### src/rtl/lap_stash.sv
// lap_stash: circular history of the last DEPTH captured samples (e.g. lap
// times). A capture jumps the display to the newest entry; the user can
// browse forwards/backwards over the entries that were actually written.
// OVERWRITE selects between dropping the oldest entry or rejecting new
// samples once the buffer is full. Pointer arithmetic is done modulo DEPTH,
// so DEPTH does not have to be a power of two.
module lap_stash #(
    parameter int WIDTH     = 8,
    parameter int DEPTH     = 5,
    parameter int OVERWRITE = 1
) (
    input  logic                       clk,
    input  logic                       reset,
    input  logic                       clear,
    input  logic [WIDTH-1:0]           sample_in,
    input  logic                       sample_in_valid,
    input  logic                       next_sample,
    input  logic                       prev_sample,
    output logic [WIDTH-1:0]           sample_out,
    output logic [$clog2(DEPTH)-1:0]   index_out,
    output logic [$clog2(DEPTH+1)-1:0] count_out,
    output logic                       full,
    output logic                       empty,
    output logic                       dropped
);

    localparam int AW = $clog2(DEPTH);      // physical / logical position width
    localparam int CW = $clog2(DEPTH+1);    // occupancy width (0..DEPTH)
    localparam int EW = CW + 1;             // headroom for un-wrapped sums

    localparam logic [AW-1:0] LAST_A  = AW'(DEPTH - 1);
    localparam logic [CW-1:0] DEPTH_C = CW'(DEPTH);
    localparam logic [EW-1:0] DEPTH_E = EW'(DEPTH);

    logic [WIDTH-1:0] mem [DEPTH];

    logic [AW-1:0] wr_ptr_reg, wr_ptr_next;
    logic [CW-1:0] count_reg,  count_next;
    logic [AW-1:0] pos_reg,    pos_next;
    logic          dropped_reg, dropped_next;

    logic          is_full;
    logic          capture_ok;
    logic [AW-1:0] last_pos;
    logic [EW-1:0] wr_ext, cnt_ext, pos_ext;
    logic [EW-1:0] oldest_ext, addr_sum, rd_addr_ext;
    logic [AW-1:0] rd_addr;

    assign is_full    = (count_reg == DEPTH_C);
    assign capture_ok = sample_in_valid && (!is_full || (OVERWRITE != 0));
    // Newest logical position; only meaningful when count_reg > 0.
    assign last_pos   = AW'(count_reg - CW'(1));

    // Map logical display position to a physical slot: (wr_ptr - count + pos) mod DEPTH.
    always_comb begin
        wr_ext      = EW'(wr_ptr_reg);
        cnt_ext     = EW'(count_reg);
        pos_ext     = EW'(pos_reg);
        oldest_ext  = (wr_ext >= cnt_ext) ? (wr_ext - cnt_ext)
                                          : (wr_ext + DEPTH_E - cnt_ext);
        addr_sum    = oldest_ext + pos_ext;
        rd_addr_ext = (addr_sum >= DEPTH_E) ? (addr_sum - DEPTH_E) : addr_sum;
        rd_addr     = rd_addr_ext[AW-1:0];
    end

    // Next-state: clear beats capture, capture (accepted or rejected) beats browse.
    always_comb begin
        wr_ptr_next  = wr_ptr_reg;
        count_next   = count_reg;
        pos_next     = pos_reg;
        dropped_next = 1'b0;
        if (clear) begin
            wr_ptr_next = '0;
            count_next  = '0;
            pos_next    = '0;
        end else if (sample_in_valid) begin
            if (capture_ok) begin
                wr_ptr_next = (wr_ptr_reg == LAST_A) ? '0 : wr_ptr_reg + AW'(1);
                if (is_full) begin
                    // Oldest entry is overwritten; occupancy stays at DEPTH.
                    count_next = count_reg;
                    pos_next   = LAST_A;
                end else begin
                    count_next = count_reg + CW'(1);
                    pos_next   = AW'(count_reg);
                end
            end else begin
                dropped_next = 1'b1;
            end
        end else if ((count_reg != '0) && (next_sample != prev_sample)) begin
            if (next_sample) begin
                pos_next = (pos_reg == last_pos) ? '0 : pos_reg + AW'(1);
            end else begin
                pos_next = (pos_reg == '0) ? last_pos : pos_reg - AW'(1);
            end
        end
    end

    // State registers with asynchronous reset.
    always_ff @(posedge clk or posedge reset) begin
        if (reset) begin
            wr_ptr_reg  <= '0;
            count_reg   <= '0;
            pos_reg     <= '0;
            dropped_reg <= 1'b0;
        end else begin
            wr_ptr_reg  <= wr_ptr_next;
            count_reg   <= count_next;
            pos_reg     <= pos_next;
            dropped_reg <= dropped_next;
        end
    end

    // Sample storage; contents are never cleared, occupancy gates visibility.
    always_ff @(posedge clk) begin
        if (!reset && !clear && capture_ok) begin
            mem[wr_ptr_reg] <= sample_in;
        end
    end

    assign sample_out = (count_reg == '0) ? '0 : mem[rd_addr];
    assign index_out  = pos_reg;
    assign count_out  = count_reg;
    assign full       = is_full;
    assign empty      = (count_reg == '0);
    assign dropped    = dropped_reg;

endmodule

### config.mk
export PLATFORM = sky130hd
export DESIGN_NAME = lap_stash
export DESIGN_NICKNAME = d
export VERILOG_FILES = /design/src/rtl/lap_stash.sv
export SDC_FILE = /design/constraint.sdc
export NUM_CORES = 1
export LEC_CHECK = 0
export CORE_MARGIN = 2
export CORE_UTILIZATION = 52
export DETAILED_ROUTE_END_ITERATION = 7
export PLACE_DENSITY = 0.88
export SLEW_MARGIN = 20
export SYNTH_ARGS = -nofsm -noshare
export SYNTH_HDL_FRONTEND = slang
export SYNTH_SLANG_ARGS = --single-unit
### constraint.sdc
create_clock -name clk -period 4.6 [get_ports clk]
set_input_delay 0.92 -clock clk [delete_from_list [all_inputs] [get_ports clk]]
set_output_delay 0.92 -clock clk [all_outputs]
set_load 0.02 [all_outputs]
==> results.sh <==
export IMPL_seq_power_share_pct=31.0
export IMPL_htree_levels=2
export IMPL_nNetsFinal=353
export IMPL_io_pins=31
export IMPL_die_area_um2=6470
export IMPL_stdcell_count=387
export IMPL_drcViolationCount=0
export IMPL_cts_hold_buffers=0
export IMPL_worst_r2r_path_depth=9
export IMPL_synth_ff_type="edfxtp_1"
export IMPL_dp_slack_ns=-0.468
export IMPL_totalWireLength_mm=7.74
export IMPL_setup_viol=8
export IMPL_grt_max_degree=17
export IMPL_whs_ns=0.645
export IMPL_worstSetupPathType="register to output port"
export IMPL_ant_nets=0
export IMPL_yosys_warnings=0
export IMPL_clock_root_buffer="clkbuf_8"
export IMPL_place_area_um2=3670
export IMPL_combPwrFrac_pct=53.0
export IMPL_grt_pass1_vias=2435
export IMPL_cp_data_required_time_ns=3.68
export IMPL_slew_headroom_pct=45.0
export IMPL_fin_setup_tns_ns=-2.28
export IMPL_grt_setup_unrepaired="yes"
export IMPL_cts_num_sinks=49
export IMPL_violations="setup timing"
export IMPL_synth_cell_types=48
export IMPL_clk_latency_ns=0.31
export IMPL_worst_pin_slew_ns=0.822
export IMPL_hold_path_depth=2
export IMPL_critical_path_arrival_ns=3.99
export IMPL_synth_edff_count=40
export IMPL_syn_inst=239
export IMPL_cts_max_path_buffers=2
export IMPL_path_clk_slew_ns=0.10
export IMPL_synthArstFlopShare_pct=18.4
export IMPL_die_h_um=80.5
export IMPL_cp_start_kind="register"
export IMPL_dpl_cell_count=368
export IMPL_power_density_nw_per_um2=406
export IMPL_finClkSkew_ns=0.0129
export IMPL_portBuffers=29
export IMPL_post_route_util_pct=71.2
export IMPL_status="complete, but fails checks"
export IMPL_first_pass_iters=4
export IMPL_ys_seq_area_share_pct=46.9
export IMPL_hold_start="count_out[1]$_DFFE_PP0P_"
export IMPL_ir_worst_vdd_mv=0.314
export IMPL_hp_class="register to register"
export IMPL_clkPwrFrac_pct=16.0
export IMPL_die_x_um=80.5
export IMPL_diodes=0
export IMPL_fin_area_um2=3970
export IMPL_fin_crit_ns=4.91
export IMPL_coreArea_um2=5570
export IMPL_gp_congestion=0.857
export IMPL_drive_above_1_share_pct=34.6
export IMPL_fin_ws_ns=-0.310
export IMPL_drv_slew=0
export IMPL_track_usage_pct=24.8
export IMPL_post_drt_wl_per_cell_um=20.0
export IMPL_drv_cap=0
export IMPL_timing_fmax_mhz=204
export IMPL_cp_end_kind="output port"
export IMPL_largest_reg_flops=40
export IMPL_ys_ff_latch=49
export IMPL_finalHoldViolCount=0
export IMPL_power_report_internal_total_mw=1.04
export IMPL_dp_hpwl_mm=4.85
export IMPL_fillers=361
export IMPL_grt_pass1_wl_mm=12.0
export IMPL_top_register="mem"
export IMPL_synth_fp_nets=278
export IMPL_drtIter0Drc=243
export IMPL_grt_overflow_total=0
export IMPL_antenna_found_initial=0
export IMPL_avgSynthCellArea_um2=12.7
export IMPL_p_sw_mw=0.567
export IMPL_switching_share_pct=35.2
export IMPL_netlist_area_um2=3040
export IMPL_power_mw=1.61
export IMPL_initial_utilization_pct=54.5
export IMPL_routed_via_density=6.14
export IMPL_cts_buffers=5
export IMPL_cp_max_fo=8
export IMPL_crit_start="wr_ptr_reg[0]$_DFFE_PP0P_"
export IMPL_timing_rr_start="count_out[0]$_DFFE_PP0P_"
export IMPL_syn2layout_area_growth_pct=30.6
export IMPL_cts_tree="built"
export IMPL_leakagePower_nw=1.58
export IMPL_period_share_pct=107
export IMPL_vias=2377
export IMPL_rows=27
-- critical path: stages (launching register included) --
cell,delay [ns]
dfrtp_1,0.41
buf_4,0.14
buf_4,0.12
buf_4,0.14
ha_2,0.41
nand3_2,0.14
nand2_2,0.12
mux2_4,0.33
inv_4,0.06
fa_2,0.49
ha_4,0.31
buf_12,0.13
mux4_2,0.49
o221a_1,0.27
buf_6,0.14
-- area by class of cell --
type / count / area (um2) / share of cell area [%]
Multi-Input combinational cell: 153 / 1570 / 39.5
Sequential cell: 49 / 1430 / 36.0
Timing Repair Buffer: 76 / 681 / 17.2
Inverter: 29 / 111 / 2.81
Tap cell: 72 / 90.1 / 2.27
Clock buffer: 5 / 68.8 / 1.73
Clock inverter: 3 / 21.3 / 0.536
-- path summary, 6_finish.rpt --
path | end | slack (ns)
min in group asynchronous | count_out[2]$_DFFE_PP0P_ | 0.95
max in group asynchronous | count_out[0]$_DFFE_PP0P_ | 3.35
hold / removal | index_out[1]$_DFFE_PP0P_ | 0.64
setup reg to reg | index_out[0]$_DFFE_PP0P_ | 2.26
setup / recovery | sample_out[3] | -0.31
hold reg to reg | index_out[1]$_DFFE_PP0P_ | 0.64
-- cells in the final DEF, fill, tap and decap left out, types with 4 or more instances in the layout --
master           count
clkbuf_8             5
a21oi_1              5
nor3_1               5
ha_1                16
xnor2_1              4
clkdlybuf4s50_1     21
o21ai_0             10
a31oi_1             11
inv_2                5
nand3_1              4
inv_1               23
buf_4               42
dfrtp_1              8
mux2i_1              4
edfxtp_1            40
buf_6               12
nor2_1               9
nand2_1              6
o221a_1              8
mux4_2              16
-- repair_timing --
action	in CTS	in global routing
setup endpoints to repair	8	8
gates resized for setup	66	16
buffers inserted	4	7
pin swaps	12	11
-- Yosys cell counts (all sizes together) (5+ instances only) --
cell	instances	area share [%]
inv	29	3.6
edfxtp	40	40
nand2	8	0.99
nor3	5	0.82
a21oi	6	0.99
dfrtp	9	7.4
ha	21	8.6
o221a	9	3.3
nand3	6	0.99
a31oi	11	2.3
mux4	16	12
nor2	9	1.1
o21ai	12	2.0
-- logic make-up (layout without fill, tap and decap cells) --
family	Yosys count	in the layout	synth area share [%]
AO/OA/AOI/OAI	53	53	12.6
XOR/XNOR	8	8	2.76
adder cells (fa/ha/maj)	25	25	11.3
buffers and inverters	37	113	4.78
flip-flops	49	49	46.9
multiplexers	23	23	14.3
other	1	1	0.123
AND/OR/NAND/NOR	43	43	7.21
-- power by group through the flow --
stage	Combinational [mW]	Clock (mW)	Sequential, mW
global placement	0.702	0	0.507
finish	0.854	0.257	0.499
detailed placement	0.719	0	0.507
floorplan	0.450	0	0.513
global route	0.909	0.274	0.500
CTS	0.766	0.253	0.498
-- metal layers --
layer  share of wire [%]  track usage, %  up-vias
met4                 3.3            10.8        0
met1                  39            30.4     1186
li1                    -               -     1055
met3                 6.2            4.49       26
met5                   0               0        -
met2                  51            42.9      110
Note: power is estimated with default switching activity, not from simulation.
==> patch (same flow settings) <==
Reset style: synchronous (`reset`), changed in one clocked block. Comments in the files are not updated.
--- a/src/rtl/lap_stash.sv
+++ b/src/rtl/lap_stash.sv
@@ -97,7 +97,7 @@
     end
 
     // State registers with asynchronous reset.
-    always_ff @(posedge clk or posedge reset) begin
+    always_ff @(posedge clk) begin
         if (reset) begin
             wr_ptr_reg  <= '0;
             count_reg   <= '0;
Function: differs if reset is asserted again (counterexample within 4 cycles, from zero or initial values and one cycle with reset high); with reset held inactive, the same outputs for 10 cycles.
==> patch against the unedited design <==
  * The run still ends with negative setup slack left
  * First-iteration DRC count is 7.0% lower
  * Area after synthesis increased by 1.5%
  * Hold slack worse by 30 ps
  * Setup slack got worse by 280 ps
  * Cell count is 8.5% higher
  * Critical path type unchanged
  * Wire length increased by 4.3%
  * Critical path depth grew 5
  * Sequential cell count unchanged
  * Sequential share of layout area fell by 1.1 points
  * Design area grew 0.16%
Power is not compared: it rests on default switching activity, and its combinational part moved more than twofold at a synthesized area within 25%.
==> patch: results (changes against the unedited design) <==
{| class="wikitable"
! Metric !! Value
|-
| Status || finished, violations left
|-
| Violated checks || negative setup slack
|-
| Average routed wire per standard cell || 19.21 um (-3.9%)
|-
| Wire length on met1 || 3207 um (+6.1%)
|-
| Worst-case reg-to-reg path depth || 10 (+1)
|-
| Arithmetic-cell share of the synthesized area counting full adders, half adders and majority gates || 11.11% (-0.17 points)
|-
| Unique masters post-synth || 44 (-8.3%)
|-
| Post-synth net total || 318 (+14%)
|-
| Relative slew slack || 41.91% (-3.1 points)
|-
| Met2 layer wire length in the routed design || 4075 um (+2.5%)
|-
| Destination of the worst hold path || index_out[2]
|-
| Non-filler cells in the finished layout || 420 (+8.5%)
|-
| Layout cell share with drive strength beyond 1 || 32.17% (-2.4 points)
|-
| Aggregate global-route resource usage || 24.22% (-0.60 points)
|-
| Reg2reg start || count_out[0]
|-
| Leading post-synthesis cells by cell area || sky130_fd_sc_hd__edfxtp_1 (39%), sky130_fd_sc_hd__ha_1 (8.5%), sky130_fd_sc_hd__mux2i_1 (7.8%), sky130_fd_sc_hd__dfxtp_1 (5.8%), sky130_fd_sc_hd__mux2_2 (4.7%)
|-
| Top cells by instance count after synthesis || sky130_fd_sc_hd__edfxtp_1 (40), sky130_fd_sc_hd__nor2_1 (28), sky130_fd_sc_hd__mux2i_1 (24)
|-
| Register area share after synthesis || 44.77% (-2.2 points)
|-
| CP Capture Point || sample_out[6]
|-
| Met3 WL || 552 um (+14%)
|-
| Setup TNS || -4025 ps (-1744 ps)
|-
| Post-Place Cells || 399 (+8.4%)
|-
| Worst path arrival time || 4270 ps (+280 ps)
|-
| Number of setup buffers added after CTS || 6 (+2)
|-
| Final worst slack || -587.2 ps (-277.4 ps)
|-
| Origin of the worst min-delay path || count_out[2]
|-
| Timing startpoint of the critical path || wr_ptr_reg[0]
|-
| Final setup vio count || 8 (unchanged)
|-
| Global-route wire length before repair || 12030 um (+0.12%)
|}
[patch: changes by cell type in the layout (fill, tap and decap cells not counted), sizes merged, moves of 8 or more]
cell | unedited run | this run
dfxtp | 0 | 9
nor2 | 9 | 28
inv | 30 | 20
mux2i | 4 | 24
o211ai | 0 | 8
o21ai | 12 | 3
o221a | 9 | 0
mux4 | 16 | 1
dfrtp | 9 | 0
nand2 | 8 | 18
mux2 | 3 | 13
a21oi | 6 | 15
[patch: cell families (layout without fill, tap and decap cells)]
group           count (synthesis)  in the layout
compound gates                 50             50
xor+xnor                        8              8
fa+ha+maj                      25             25
buf+inv                        34            100
flops                          49             49
mux                            38             38
other cells                     1              1
simple gates                   74             74
[patch: area by class of cell]
| class | count | area, um2 |
|---|---|---|
| fillers | 380 | 1841 |
| flip-flops and latches | 49 | 1388 |
| well taps | 75 | 93.84 |
| clock inverters | 3 | 25.02 |
| multi-input cells | 196 | 1679 |
| clock buffers | 5 | 68.82 |
| repair buffers | 73 | 649.4 |
| inverters | 19 | 71.32 |
